==> config.mk <==
export PLATFORM = sky130hd
export DESIGN_NAME = piece_rng
export DESIGN_NICKNAME = d
export VERILOG_FILES = /design/src/rtl/piece_rng_pkg.sv /design/src/rtl/piece_rng_cells.sv /design/src/rtl/piece_rng.sv
export SDC_FILE = /design/constraint.sdc
export NUM_CORES = 1
export LEC_CHECK = 0
export BUFFER_PORTS_ARGS = -buffer_cell sky130_fd_sc_hd__buf_4
export CAP_MARGIN = 15
export CORE_AREA = 4 4 52 77
export CTS_CLUSTER_DIAMETER = 80
export DETAILED_ROUTE_END_ITERATION = 12
export DIE_AREA = 0 0 56 81
export PLACE_DENSITY = 0.83
export SYNTH_ARGS = -nofsm -noshare
export SYNTH_HDL_FRONTEND = slang
export SYNTH_SLANG_ARGS = --single-unit
==> constraint.sdc <==
create_clock -name clock -period 3.65 [get_ports clock]
set_input_delay 0.1825 -clock clock [delete_from_list [all_inputs] [get_ports clock]]
set_output_delay 0.1825 -clock clock [all_outputs]
set_load 0.005 [all_outputs]
==> src/rtl/piece_rng_pkg.sv <==
// Shared constants and types for the piece_rng LFSR piece generator.
package piece_rng_pkg;

  localparam int          WIDTH      = 8;
  localparam logic [7:0]  SEED       = 8'hAD;
  localparam int          NUM_PIECES = 5;
  localparam int          PIECE_W    = 3;

  typedef logic [PIECE_W-1:0] piece_t;
  typedef logic [WIDTH-1:0]   lfsr_state_t;

  // Reduce a state word to a piece index; result always fits in PIECE_W bits
  // because the modulus is at most 2**PIECE_W.
  function automatic piece_t piece_of(input lfsr_state_t s, input int n);
    return piece_t'(s % lfsr_state_t'(n));
  endfunction

endpackage

==> src/rtl/piece_rng_cells.sv <==
// Leaf cells for piece_rng: a per-bit enabled flop with synchronous clear,
// and a 2:1 select.

module dffe (
  output logic q,
  input  logic d,
  input  logic clk,
  input  logic en,
  input  logic clr
);

  // clr has priority over en; both are sampled on the rising edge
  always_ff @(posedge clk) begin
    if (clr)     q <= 1'b0;
    else if (en) q <= d;
  end

endmodule

module mux2In (
  input  logic in0,
  input  logic in1,
  input  logic sel,
  output logic out
);

  assign out = sel ? in1 : in0;

endmodule

==> src/rtl/piece_rng.sv <==
// piece_rng: 8-bit Galois LFSR producing a registered piece index 0..4.
// Built from one dffe + one mux2In per state bit.
// Optional macro PIECE_RNG_STATE_OBS_EN adds the state_obs debug output,
// which mirrors the internal LFSR state combinationally.
module piece_rng #(
  parameter int               WIDTH      = 8,
  parameter logic [WIDTH-1:0] SEED       = 8'hAD,
  parameter int               NUM_PIECES = 5
) (
  input  logic             clock,
  input  logic             reset,
  input  logic             en,
  input  logic             load,
  input  logic [WIDTH-1:0] seed_in,
`ifdef PIECE_RNG_STATE_OBS_EN
  output logic [WIDTH-1:0] state_obs,
`endif
  output logic [2:0]       q
);

  import piece_rng_pkg::*;

  logic [WIDTH-1:0] s;       // LFSR state
  logic [WIDTH-1:0] fb;      // Galois next state
  logic [WIDTH-1:0] ld_val;  // value written on reset/load
  logic [WIDTH-1:0] d;       // per-bit mux output
  logic             sel;     // 1: take ld_val, 0: take fb
  logic             s_en;    // state cells capture this cycle
  logic             q_en;    // a real step happens this cycle
  piece_t           pc;      // piece index of the pre-update state

  // Reset and load share the mux's load leg. A zero seed would lock the
  // LFSR, so it is replaced with SEED.
  assign ld_val = (reset || (seed_in == '0)) ? SEED : seed_in;
  assign sel    = reset | load;
  assign s_en   = reset | load | en;
  // load beats en, so only a bare en advances the output
  assign q_en   = en & ~load;

  // Galois feedback: shift right, XOR every lower tap with the outgoing bit
  genvar i;
  generate
    for (i = 0; i < WIDTH - 1; i++) begin : g_fb
      assign fb[i] = s[i+1] ^ s[0];
    end
  endgenerate
  assign fb[WIDTH-1] = s[0];

  // Per-bit select and state flop; clr unused on state bits since reset
  // loads SEED through the mux instead of clearing
  generate
    for (i = 0; i < WIDTH; i++) begin : g_bit
      mux2In u_mux (
        .in0 (fb[i]),
        .in1 (ld_val[i]),
        .sel (sel),
        .out (d[i])
      );
      dffe u_ff (
        .q   (s[i]),
        .d   (d[i]),
        .clk (clock),
        .en  (s_en),
        .clr (1'b0)
      );
    end
  endgenerate

  // Piece index taken from the current state, so q lags the state by a step
  assign pc = piece_of(s, NUM_PIECES);

  // Output register: cleared by reset, captured only on a real step
  generate
    for (i = 0; i < PIECE_W; i++) begin : g_q
      dffe u_qff (
        .q   (q[i]),
        .d   (pc[i]),
        .clk (clock),
        .en  (q_en),
        .clr (reset)
      );
    end
  endgenerate

`ifdef PIECE_RNG_STATE_OBS_EN
  assign state_obs = s;
`endif

endmodule

After elaboration in Yosys (flattened, before gate mapping)
Index checks and enable logic that the tools add are counted.

cells by class
  div/mod/pow operators = 1
  reductions and logical operators = 2
  bitwise operators = 11
  muxes and demuxes = 9

operators with widths
  operator             count
  $logic_not 8->1      1
  $mod 8x3->8 const B  1
  $mux 1               8
  $mux 8               1
  $xor 1x1->1          7
  $or 1x1->1           2
  $and 1x1->1          1
  $logic_or 1x1->1     1
  $not 1->1            1

word-level totals
  register bits after elaboration = 11
  bits of input ports = 12
  output and inout port bits = 3
  word-level logic and storage cells = 34

Longest topological paths before layout
  word-level depth = 4
  depth in mapped cells = 18
  mapped depth without buffers = 17

Modules after synthesis
Synthesis repeated with hierarchy kept, for this count alone.

second synthesis, totals
  cell total of the unflattened synthesis = 163
  area total of the unflattened synthesis = 1,408.9 sq um

modules (own cells, without submodules)
  module     area an instance (sq um)  sequential area each (sq um)  cells an instance  times used
  piece_rng  917.1                     0.0                           122                1
  dffe       33.8                      20.0                          3                  11
  mux2In     15.0                      0.0                           1                  8

Least setup slack after synthesis
Ideal clock, no wire load.

  path kind = reg-to-reg
  start = reg g_bit[7].u_ff.q
  end = reg g_q[1].u_qff.q
  data arrival time = 3.820 ns
  period minus slack after synthesis = 3.908 ns
  library setup time = 0.088 ns
  required time = 3.562 ns
  path buffers = 1
  slack = -0.258 ns
  cell stages (with the launch flop) = 18
  cells stage by stage = edfxtp_1 -> buf_4 -> and2b_1 -> xnor2_1 -> o221ai_1 -> a221oi_1 -> ha_1 -> nor4bb_1 -> o32ai_1 -> a32oi_1 -> a32o_2 -> and2_4 -> xnor2_1 -> ha_1 -> inv_1 -> a221o_1 -> a21o_1 -> a311oi_2

on the way
  longest elaborated chain between the ends = 1

RTL lines
  element                 line                   source
  from (decl)             piece_rng_cells.sv:5   output logic q,
  from (signal assigned)  piece_rng_cells.sv:14  if (clr) q <= 1'b0;
  from (signal assigned)  piece_rng_cells.sv:15  else if (en) q <= d;
  $mod 8x3->8             piece_rng_pkg.sv:15    return piece_t'(s % lfsr_state_t'(n));
  to (signal assigned)    piece_rng_cells.sv:14
  to (signal assigned)    piece_rng_cells.sv:15
  to (decl)               piece_rng_cells.sv:5

Every way passes these cells.
A chain may end at the register's enable or synchronous reset.

Final worst setup path
  start = reg g_bit[2].u_ff.q
  end = reg g_q[1].u_qff.q

on the way
  longest elaborated chain between the ends = 1

RTL lines
  element                 line
  from (decl)             piece_rng_cells.sv:5
  from (signal assigned)  piece_rng_cells.sv:14
  from (signal assigned)  piece_rng_cells.sv:15
  $mod 8x3->8             piece_rng_pkg.sv:15

Every way passes these cells.

==> results.txt <==
- The run finished, with violations left.
- Violations in the final reports: setup timing
* Finished layout cell area: 0.00221 sq mm
- Post-synth top area share: 13.5%
- Diode insertion count for antenna repair: 0
* Dominant register cell in the synthesized netlist: sky130_fd_sc_hd__edfxtp_1
- The count of buffers added on input and output ports is 14.
* Most area-consuming cells after synthesis: sky130_fd_sc_hd__edfxtp_1, sky130_fd_sc_hd__a21oi_1, sky130_fd_sc_hd__xnor2_1
- The synthesized design contains 11 register bits.
- Slowest stage cell on the critical path: sky130_fd_sc_hd__edfxtp_1
- Summed over all nets, the half-perimeter wirelength after detailed placement is 3740 um.
* Clock root buffer master: sky130_fd_sc_hd__clkbuf_8
* Die height: 81 um
- The number of endpoints with negative hold slack in the final report came to 0.
* Final worst path period need: 3890 ps
- Non-filler instance count after layout: 307
- The analysis attributes to cell leakage a power of 0.000859 uW.
* Worst-path cell chain: xor2_2 > mux2i_1 > nand2_1 > a31oi_2 > a221oi_2 > ha_2 > buf_4 > a21boi_0 > o21ai_0 > a32oi_1 > a32o_2 > and2_4 > xnor2_4 > ha_2 > inv_1 > a221o_1 > a21o_1 > a311oi_2
- The number of max-slew violations in the final report was 0.
- The worst-case IR drop observed on VDD is 0.000339 V.
- 15 I/O pins were placed.
* Core outline area: 0.00338 sq mm
* Overall overflow remaining after global route: 0
* Max capacitance violation total: 0
- The first routing iteration left 92 violations.
- In this run, post-CTS hold repair placed 0 buffers.
* Path type of the worst min-delay path: input pin to flop
* Pin count of the biggest net entering global routing: 30
- Yosys mapped a number of flops with a built-in enable equal to 8.
- Once routing completed, OpenROAD measured the worst setup slack at -236 ps.
* Biggest fanout along the worst timing path: 7
- Xor and xnor area share after synthesis: 5.92%
- Yosys synthesis warning count: 0
- Routability-driven placement finished with a final weighted congestion of 0.962.
- Multiplexer share of the synthesized area: 1.69%
- STA classifies the critical path startpoint as a flop.
* Die span in x: 56 um
- Cells fill 65.2% of the core in the end.
* Fill cell count: 268
- Power density over cell area: 369 mW/mm^2
- After synthesis, the share of flip-flops with an asynchronous set or reset is 0%.
* Peak per-stage delay on the critical path: 540 ps
- Achievable clock frequency: 257 MHz
- Number of H-tree levels: 1
- Total CTS buffers: 3
- Placed Cells incl. Taps: 290
- Initial cell density of the core: 52.5%
- Mean number of vias per cell: 6.61
- Vias: 2030
- Setup repair after global routing could not meet its margin everywhere.
* Share of final-layout standard cells stronger than drive strength 1: 29.8%
* Compound-cell area share of the yosys netlist: 32.0%
* Area enclosed by the die boundary: 0.00454 sq mm
* Clock transition at the registers of the reported paths: 50 ps
- The synthesized netlist contains 58 unique library cells.
- The worst setup path is captured at a flop.
* Library cell occupying the most area in the post-synthesis netlist: sky130_fd_sc_hd__edfxtp_1
- Leading cell type by number of instances after synthesis: sky130_fd_sc_hd__nor2_1
- Required time reported for the critical path endpoint: 3810 ps
* Sink Count: 11
- Final hold analysis gives a worst-case slack of 213 ps.
- For this run, the total global-route usage over all layers was measured as 25.7%.
- TritonCTS clock tree: done
- Number of global-route vias before repair: 1956
* Detailed Route WL: 5750 um
- DRC violations left: 0
- Setup violations remaining at the end of the flow were counted as 3.
- Part of the Yosys area used for sequential elements: 16.9%
- Average instance area after synthesis: 7.53 sq um
* Routed Antenna Nets: 0
- Simple-gate share of the synthesized area: 30.1%
- The commonest cells after synthesis are sky130_fd_sc_hd__nor2_1, sky130_fd_sc_hd__a21oi_1, sky130_fd_sc_hd__o21ai_0.
- At the end of the flow, the number of nets in the layout was 284.
* Net count after synthesis: 254
* Final Skew: 0.790 ps
- After floorplanning, the core was divided into 26 placement rows.
- The pre-antenna-repair detailed-routing pass consisted of 4 iterations.
- Max_slew headroom: 62.9%
- Cell with the most instances on the worst path: sky130_fd_sc_hd__ha_2
* Wire length of the first global-routing pass: 9260 um
- Worst-Margin Slew: 556 ps
- The area growth from synthesis to layout is 24.2%.
- Routed wirelength normalized by instance count: 18.7 um
- Post-synthesis adder-cell area fraction: 4.23%
- Setup slack of the worst register-to-register path: -240 ps
* Classification of the worst setup path: flop to flop
- Number of antenna violations at the first check in global routing: 0
- After synthesis, the largest family of logic cells by area is compound AO/OA/AOI/OAI gates.
- Data on the critical path arrives at its endpoint at 4040 ps.
- Synthesis produced 236 cells.
- Dividing the final minimum period by the clock period gives 106%.
- The cell area that synthesis handed to floorplanning was 0.00178 sq mm.
* Later-pin clock latency in the skew report: 240 ps
- Setup Total Neg Slack: -643 ps
- Total placed instance area: 0.00198 sq mm
- Maximum clock path buffer count: 2
-- cell type report --
| class | count | area [sq um] | area share (%) |
|---|---|---|---|
| multi-input combinational | 194 | 1410 | 63.8 |
| timing repair buffer | 50 | 379 | 17.2 |
| sequential | 11 | 300 | 13.6 |
| tap | 42 | 52.6 | 2.38 |
| clock buffer | 4 | 45.0 | 2.04 |
| inverter | 6 | 22.5 | 1.02 |
-- metrics by stage --
step	total power, uW	setup WS, ps
after detailed placement	593	-242
after global placement	579	-62.6
after floorplan	480	-99.3
after CTS	779	-105
final	815	-236
after global routing	863	-413
-- worst paths after layout --
path	startpoint	endpoint	depth (start not counted)
max reg2reg	g_bit[2].u_ff.q	g_q[1].u_qff.q	18
min reg2reg	g_q[0].u_qff.q	g_q[0].u_qff.q	2
max	g_bit[2].u_ff.q	g_q[1].u_qff.q	18
min	reset	g_q[1].u_qff.q	2
-- flip-flops by register name, indices dropped and copies added (netlist names) --
name / cells
g_q.u_qff.q: 3
g_bit.u_ff.q: 8
-- where the power goes --
group / internal, uW / leakage [uW] / switching, uW / total [uW]
sequential: 149 / 0.000104 / 20.4 / 169
combinational: 248 / 0.000732 / 273 / 520
clock: 76.9 / 0.0000228 / 48.2 / 125
total: 474 / 0.000859 / 341 / 815
-- worst max-delay path: cells and delay by family (launching register included) --
kind                       cells  cell delay [ps]
muxes                          1              120
buffers and inverters          2              180
adders and majority gates      2              520
DFF                            1              540
xor gates and xnor gates       2              450
AOI/OAI and AO/OA              9             1700
and+or+nand+nor                2              270
-- metal layers --
metal | track usage, % | vias to the layer above | wire [um] | part of all wire (%)
li1 | - | 945 | - | -
met4 | 19.2 | 0 | 340 | 5.9
met3 | 3.82 | 40 | 279 | 4.9
met2 | 46.5 | 96 | 2990 | 52
met5 | 0 | - | 0 | 0
met1 | 26.5 | 949 | 2140 | 37
-- cell families after synthesis --
logic type | Yosys count
multiplexers | 3
adder cells (fa/ha/maj) | 6
buffers and inverters | 31
AO/OA/AOI/OAI | 79
XOR/XNOR | 12
AND/OR/NAND/NOR | 94
flip-flops | 11
-- cell usage in the layout, fill, tap and decap left out, types with 3 or more instances in the layout --
master / instances
sky130_fd_sc_hd__a21oi_1: 18
sky130_fd_sc_hd__nor4bb_1: 3
sky130_fd_sc_hd__or3_1: 7
sky130_fd_sc_hd__edfxtp_1: 8
sky130_fd_sc_hd__clkbuf_8: 3
sky130_fd_sc_hd__o211ai_1: 5
sky130_fd_sc_hd__a21o_1: 3
sky130_fd_sc_hd__nand2_1: 11
sky130_fd_sc_hd__ha_2: 3
sky130_fd_sc_hd__nor2b_1: 8
sky130_fd_sc_hd__dfxtp_1: 3
sky130_fd_sc_hd__a221oi_1: 3
sky130_fd_sc_hd__a21boi_0: 3
sky130_fd_sc_hd__nand4_1: 3
sky130_fd_sc_hd__o221ai_1: 3
sky130_fd_sc_hd__nand3b_1: 3
sky130_fd_sc_hd__nand2b_1: 9
sky130_fd_sc_hd__nand3_1: 5
sky130_fd_sc_hd__a32oi_1: 5
sky130_fd_sc_hd__inv_1: 5
sky130_fd_sc_hd__o21ai_0: 13
sky130_fd_sc_hd__xnor2_1: 9
sky130_fd_sc_hd__nor2_1: 23
sky130_fd_sc_hd__nor4_1: 5
sky130_fd_sc_hd__mux2i_1: 3
sky130_fd_sc_hd__buf_4: 49
sky130_fd_sc_hd__ha_1: 3
-- repair_timing --
| item | in CTS | in global routing |
|---|---|---|
| resized for setup | 13 | 3 |
| pin swaps | 9 | 2 |
| buffers inserted | 12 | 1 |
| setup endpoints to repair | 3 | 3 |
(Power assumes the default switching activity.)
